[src/rtl/layer_out_serializer_if.sv]
// Stream bundle for layer_out_serializer: capture side (i_valid/i_data) and serial side (o_*/i_ready).
// The slave modport is the serializer's view; the master modport is the view of whatever drives and consumes it.
interface layer_out_serializer_if #(
    parameter int NN         = 30,
    parameter int DATA_WIDTH = 16
);
    logic                       i_valid;
    logic [NN*DATA_WIDTH-1:0]   i_data;
    logic [DATA_WIDTH-1:0]      o_data;
    logic                       o_valid;
    logic                       i_ready;
    logic                       o_last;
    logic                       o_busy;
    logic                       o_overrun;
    logic [15:0]                o_overrun_cnt;

    modport slave (
        input  i_valid, i_data, i_ready,
        output o_data, o_valid, o_last, o_busy, o_overrun, o_overrun_cnt
    );

    modport master (
        output i_valid, i_data, i_ready,
        input  o_data, o_valid, o_last, o_busy, o_overrun, o_overrun_cnt
    );
endinterface

[src/rtl/layer_out_serializer.sv]
// Captures a packed NN-word layer output and replays it one word per valid/ready transfer.
// Define LAYER_SER_OVERRUN_CNT_EN to build the saturating dropped-capture counter.
module layer_out_serializer #(
    parameter int NN         = 30,
    parameter int DATA_WIDTH = 16,
    parameter int CNT_WIDTH  = 8
) (
    input  logic                   s_axi_aclk,
    input  logic                   reset,
    layer_out_serializer_if.slave  bus
);
    typedef enum logic {IDLE, SEND} state_t;

    localparam logic [CNT_WIDTH-1:0] LAST_IDX = CNT_WIDTH'(NN - 1);

    state_t                    state_q, state_d;
    logic [NN*DATA_WIDTH-1:0]  hold_q, hold_d;
    logic [CNT_WIDTH-1:0]      idx_q, idx_d;
    logic                      ovr_q, ovr_d;

    logic sending_w;
    logic last_w;
    logic xfer_w;
    logic capture_w;

    assign sending_w = (state_q == SEND);
    assign last_w    = (idx_q == LAST_IDX);
    assign xfer_w    = sending_w && bus.i_ready;
    // A capture landing on the final transfer chains the next frame with no bubble.
    assign capture_w = bus.i_valid && (!sending_w || (xfer_w && last_w));

    always_ff @(posedge s_axi_aclk) begin
        if (reset) begin
            state_q <= IDLE;
        end else begin
            state_q <= state_d;
        end
    end

    always_comb begin
        state_d = state_q;
        case (state_q)
            IDLE: if (bus.i_valid)                         state_d = SEND;
            SEND: if (xfer_w && last_w && !bus.i_valid)    state_d = IDLE;
            default:                                       state_d = IDLE;
        endcase
    end

    always_comb begin
        bus.o_valid = sending_w;
        bus.o_busy  = sending_w;
        bus.o_last  = sending_w && last_w;
        bus.o_data  = hold_q[DATA_WIDTH-1:0];
    end

    always_comb begin
        hold_d = hold_q;
        idx_d  = idx_q;
        if (capture_w) begin
            hold_d = bus.i_data;
            idx_d  = '0;
        end else if (xfer_w) begin
            hold_d = hold_q >> DATA_WIDTH;
            idx_d  = idx_q + CNT_WIDTH'(1);
        end
        ovr_d = bus.i_valid && !capture_w;
    end

    always_ff @(posedge s_axi_aclk) begin
        if (reset) begin
            hold_q <= '0;
            idx_q  <= '0;
            ovr_q  <= 1'b0;
        end else begin
            hold_q <= hold_d;
            idx_q  <= idx_d;
            ovr_q  <= ovr_d;
        end
    end

    assign bus.o_overrun = ovr_q;

`ifdef LAYER_SER_OVERRUN_CNT_EN
    logic [15:0] cnt_q, cnt_d;

    always_comb begin
        cnt_d = cnt_q;
        if (ovr_d && (cnt_q != 16'hFFFF)) cnt_d = cnt_q + 16'd1;
    end

    always_ff @(posedge s_axi_aclk) begin
        if (reset) begin
            cnt_q <= '0;
        end else begin
            cnt_q <= cnt_d;
        end
    end

    assign bus.o_overrun_cnt = cnt_q;
`else
    assign bus.o_overrun_cnt = 16'h0000;
`endif

endmodule

[src/flat_wrapper.sv]
// flat-port wrapper written by rule: the top's interface ports become plain ports
module layer_out_serializer_flat 
#(
    parameter int NN         = 30,
    parameter int DATA_WIDTH = 16,
    parameter int CNT_WIDTH  = 8
)
  (s_axi_aclk, reset, bus_i_valid, bus_i_data, bus_i_ready, bus_o_data, bus_o_valid, bus_o_last, bus_o_busy, bus_o_overrun, bus_o_overrun_cnt);
  layer_out_serializer_if #(.NN(NN), .DATA_WIDTH(DATA_WIDTH)) bus_i ();
  input  logic s_axi_aclk;
  input  logic reset;
  input wire logic [$bits(bus_i.i_valid)-1:0] bus_i_valid;
  input wire logic [$bits(bus_i.i_data)-1:0] bus_i_data;
  input wire logic [$bits(bus_i.i_ready)-1:0] bus_i_ready;
  output wire logic [$bits(bus_i.o_data)-1:0] bus_o_data;
  output wire logic [$bits(bus_i.o_valid)-1:0] bus_o_valid;
  output wire logic [$bits(bus_i.o_last)-1:0] bus_o_last;
  output wire logic [$bits(bus_i.o_busy)-1:0] bus_o_busy;
  output wire logic [$bits(bus_i.o_overrun)-1:0] bus_o_overrun;
  output wire logic [$bits(bus_i.o_overrun_cnt)-1:0] bus_o_overrun_cnt;
  assign bus_i.i_valid = bus_i_valid;
  assign bus_i.i_data = bus_i_data;
  assign bus_i.i_ready = bus_i_ready;
  assign bus_o_data = bus_i.o_data;
  assign bus_o_valid = bus_i.o_valid;
  assign bus_o_last = bus_i.o_last;
  assign bus_o_busy = bus_i.o_busy;
  assign bus_o_overrun = bus_i.o_overrun;
  assign bus_o_overrun_cnt = bus_i.o_overrun_cnt;
  layer_out_serializer #(.NN(NN), .DATA_WIDTH(DATA_WIDTH), .CNT_WIDTH(CNT_WIDTH)) u_core (.s_axi_aclk(s_axi_aclk), .reset(reset), .bus(bus_i));
endmodule
[config.mk]
export PLATFORM = sky130hd
export DESIGN_NAME = layer_out_serializer_flat
export DESIGN_NICKNAME = d
export VERILOG_FILES = /design/src/rtl/layer_out_serializer_if.sv /design/src/rtl/layer_out_serializer.sv /design/src/flat_wrapper.sv
export SDC_FILE = /design/constraint.sdc
export NUM_CORES = 1
export LEC_CHECK = 0
export ABC_AREA = 1
export ABC_CLOCK_PERIOD_IN_PS = 1500
export BUFFER_PORTS_ARGS = -buffer_cell sky130_fd_sc_hd__clkbuf_2
export CORE_MARGIN = 1
export CORE_UTILIZATION = 38
export DETAILED_ROUTE_END_ITERATION = 8
export PLACE_DENSITY_LB_ADDON = 0.12
export SLEW_MARGIN = 20
export SYNTH_ARGS = -nofsm -noshare
export SYNTH_HDL_FRONTEND = slang
export SYNTH_SLANG_ARGS = --single-unit
[constraint.sdc]
create_clock -name s_axi_aclk -period 1.5 [get_ports s_axi_aclk]
set_clock_uncertainty 0.15 [all_clocks]
set_input_delay 0.3 -clock s_axi_aclk [delete_from_list [all_inputs] [get_ports s_axi_aclk]]
set_output_delay 0.3 -clock s_axi_aclk [all_outputs]
set_load 0.03 [all_outputs]
==> results.tsv <==
stage	metric	value	unit
run_status	run status	finished with violations	
run_status	failing checks	negative setup slack	
critical_path	crit path launch type	register	
die	io pins	520	
drt	Post-route DRC	0	
clocking	root buffer cell	clkbuf_16	
placed_design	GPL Wtd Cong	0.873	
power_and_ir_drop	VDD IR max	833	uV
finish	Non-Filler Instances	6020	
finish	Filler Cells Inserted	6325	
placed_design	placed insts	5401	
timing	Final Worst Setup Slack	-0.501	ns
power_and_ir_drop	leakage power	18.9	nW
timing	fin. max-slew vios	0	
placed_design	DPL Wire Length	60700	um
critical_path	reg2reg start	u_core.idx_q[1]	
yosys	Post-Syn Instances	4191	
critical_path	CP arrival	2.38	ns
timing	RSZ-0062 raised after global routing	true	
yosys	sequential cell area fraction in the yosys report	38.9	%
die	core footprint	65700	um^2
clocking	H-tree depth	2	
placed_design	post-placement cell area	29800	um^2
timing	Setup TNS	-190.66	ns
power_and_ir_drop	P_int	0.0257	W
finish	share of cells above drive strength 1	16.3	%
clocking	worst skew pair latency	0.60	ns
critical_path	worst-path maximum fanout	14	
critical_path	Worst Setup End Kind	register	
timing	Final setup viols	510	
clocking	Max Root-Sink Buffers	3	
timing	final period utilization	133	%
yosys	post-synth cell types	21	
clocking	TritonCTS buffer count	55	
finish	Area Overhead vs Synth	48.3	%
power_and_ir_drop	pwr/cell area	961	nW/um^2
timing	Final Hold Viols	0	
die	Starting Density	38.3	%
critical_path	Worst EP required	1.87	ns
hold_path	hold endpoint	u_core.hold_q[47]	
timing	fin crit period	2.00	ns
drt	via count	29000	
power_and_ir_drop	sequential share of power	40.6	%
clocking	TritonCTS sink count	490	
flow_run	max-cap violation count	0	
critical_path	Crit Path Category	register to register	
critical_path	R2R setup slack	-0.50	ns
die	site row count	94	
drt	Final ANT Viol Nets	0	
grt	gr ovfl total	0	
power_and_ir_drop	Comb power frac	21.0	%
power_and_ir_drop	clock share of power	38.4	%
die	die height	260	um
drt	WL final	96900	um
drt	Avg WL per Cell	16.1	um
grt	largest net degree at the start of global routing	76	
timing	fmax	500	MHz
hold_path	Hold Path Stages	5	
clocking	TritonCTS clock tree	yes	
finish	Nets	5598	
critical_path	Worst R2R Path Depth	13	
drt	number of vias per cell	4.83	
finish	final core utilization	56.9	%
drt	Initial DRC Count	2574	
hold_path	Hold Crit Class	input port to register	
power_and_ir_drop	Switching Share	28.5	%
finish	post-route cell area	37400	um^2
grt	initial antenna violation count	2	
grt	number of global-route vias before repair	27500	
power_and_ir_drop	Net Sw Power	0.0102	W
die	Die Width	260	um
hold_path	HP Start	bus_i_data[47]	
die	die footprint	67400	um^2
yosys	cell area after synthesis	25200	um^2
grt	GRT Total Usage	26.8	%
drt	Initial DRT Pass Iterations	6	
grt	first-pass GRT wire length	146000	um
clocking	CTS clk-pin slew, worst paths	0.06	ns
yosys	#FFs+latches synth	490	
critical_path	worst r2r dst	u_core.hold_q[12]	
timing	Min Hold Slack	0.00889	ns
yosys	YS warnings	0	
placed_design	port bufs	503	
yosys	Avg Inst Size Synth	6.02	um^2
-- synth_stat cells --
master | n | area share, %
nor2_1 | 10 | 0.15
dfxtp_1 | 490 | 39
nand2_1 | 1900 | 28
conb_1 | 1 | 0.015
and3_1 | 1 | 0.025
clkbuf_1 | 200 | 3.0
mux2i_1 | 1 | 0.040
xor2_1 | 1 | 0.035
or2_2 | 2 | 0.050
buf_1 | 5 | 0.074
nor3b_1 | 3 | 0.089
nor3_1 | 4 | 0.079
buf_2 | 108 | 2.1
inv_1 | 476 | 7.1
a21oi_1 | 482 | 9.6
xnor2_1 | 1 | 0.035
buf_4 | 33 | 0.98
nand3_1 | 468 | 9.3
ha_1 | 2 | 0.099
inv_2 | 1 | 0.015
nand2_2 | 2 | 0.050
-- cell families after synthesis --
family                   share of synthesized area, %
multiplexers                                   0.0397
flip-flops                                       38.9
XOR/XNOR                                       0.0695
other                                          0.0149
buffers and inverters                            13.3
AND/OR/NAND/NOR                                  38.0
adder cells (fa/ha/maj)                        0.0992
AO/OA/AOI/OAI                                    9.57
-- worst max path at each step --
stage,from,end,depth (start not counted)
final,u_core.idx_q[1],u_core.hold_q[12],13
after global routing,u_core.idx_q[1],bus_o_last,6
after CTS,u_core.idx_q[1],bus_o_last,6
after detailed placement,u_core.idx_q[1],u_core.hold_q[54],12
after global placement,u_core.idx_q[1],u_core.hold_q[135],12
after floorplan,u_core.idx_q[1],u_core.hold_q[12],12
-- cell type report --
| type | count | area (um^2) | area share [%] |
|---|---|---|---|
| diodes | 1 | 2.50 | 0.00669 |
| inverters | 477 | 1800 | 4.82 |
| clock inverters | 11 | 134 | 0.358 |
| repair buffers | 1193 | 10600 | 28.3 |
| clock buffers | 89 | 1680 | 4.51 |
| well taps | 864 | 1080 | 2.89 |
| flip-flops and latches | 490 | 9820 | 26.3 |
| multi-input cells | 2895 | 12300 | 32.8 |
-- power by group through the flow --
stage | registers [W] | clock network, W | logic (W)
3_5_place_dp | 0.0149 | 0 | 0.00603
5_1_grt | 0.0147 | 0.0146 | 0.00829
3_3_place_gp | 0.0148 | 0 | 0.00603
6_report | 0.0146 | 0.0138 | 0.00755
2_1_floorplan | 0.0147 | 0 | 0.00378
4_1_cts | 0.0146 | 0.0140 | 0.00711
-- through the flow --
step	power, W	setup WS (ns)
2_1_floorplan	0.0185	-0.136
6_report	0.0359	-0.501
3_5_place_dp	0.0209	-0.464
5_1_grt	0.0376	-0.571
3_3_place_gp	0.0209	-0.460
4_1_cts	0.0357	-0.587
-- cell usage in the layout (no fill, tap or decap), types with 2 or more instances in the layout --
cell type / count
buf_16: 14
a21oi_1: 471
or2_2: 2
buf_12: 81
buf_4: 95
clkbuf_8: 18
clkinv_2: 7
nor2_4: 2
conb_1: 16
clkbuf_1: 16
nand2_1: 1895
a21oi_2: 11
dlygate4sd3_1: 476
nand2_2: 5
clkbuf_2: 500
buf_8: 2
dfxtp_2: 3
clkbuf_16: 74
nand3_1: 467
nor3_1: 4
dfxtp_1: 486
nand2_8: 3
bufinv_16: 3
buf_6: 5
inv_2: 3
inv_1: 472
nor2_1: 8
nor3b_1: 2
-- sequential cells by signal, summed over array words and instances, names as in the netlist --
signal,flops
u_core.bus.o_busy,1
u_core.idx_q,8
u_core.hold_q,480
u_core.bus.o_overrun,1
-- what timing repair did --
item                                    4_1_cts  5_1_grt
endpoints found under the hold margin       477        0
setup buffers                                 1       17
pin swaps                                     2        4
hold buffers                                476        0
endpoints found under the setup margin      510      510
gates cloned                                  3       22
resized for setup                            13       42
-- routing by layer --
layer / global-route usage (%) / vias to the layer above / wire length [um]
met4: 10.9 / 2 / 3570
met2: 44.4 / 973 / 45900
met5: 0 / - / 11
met1: 35.2 / 13200 / 42500
met3: 3.22 / 211 / 4910
li1: - / 14700 / -
-- worst max-delay path: stages, from the launching register on --
cell       delay, ns
dfxtp_2         0.32
inv_2           0.05
ha_4            0.11
inv_2           0.04
nor2_4          0.08
nand3_2         0.12
nand2_8         0.20
buf_12          0.13
nand2_8         0.08
clkbuf_16       0.19
buf_12          0.15
nand2_1         0.11
nand2_1         0.07
a21oi_1         0.11
Power figures use the tool's default switching activity.
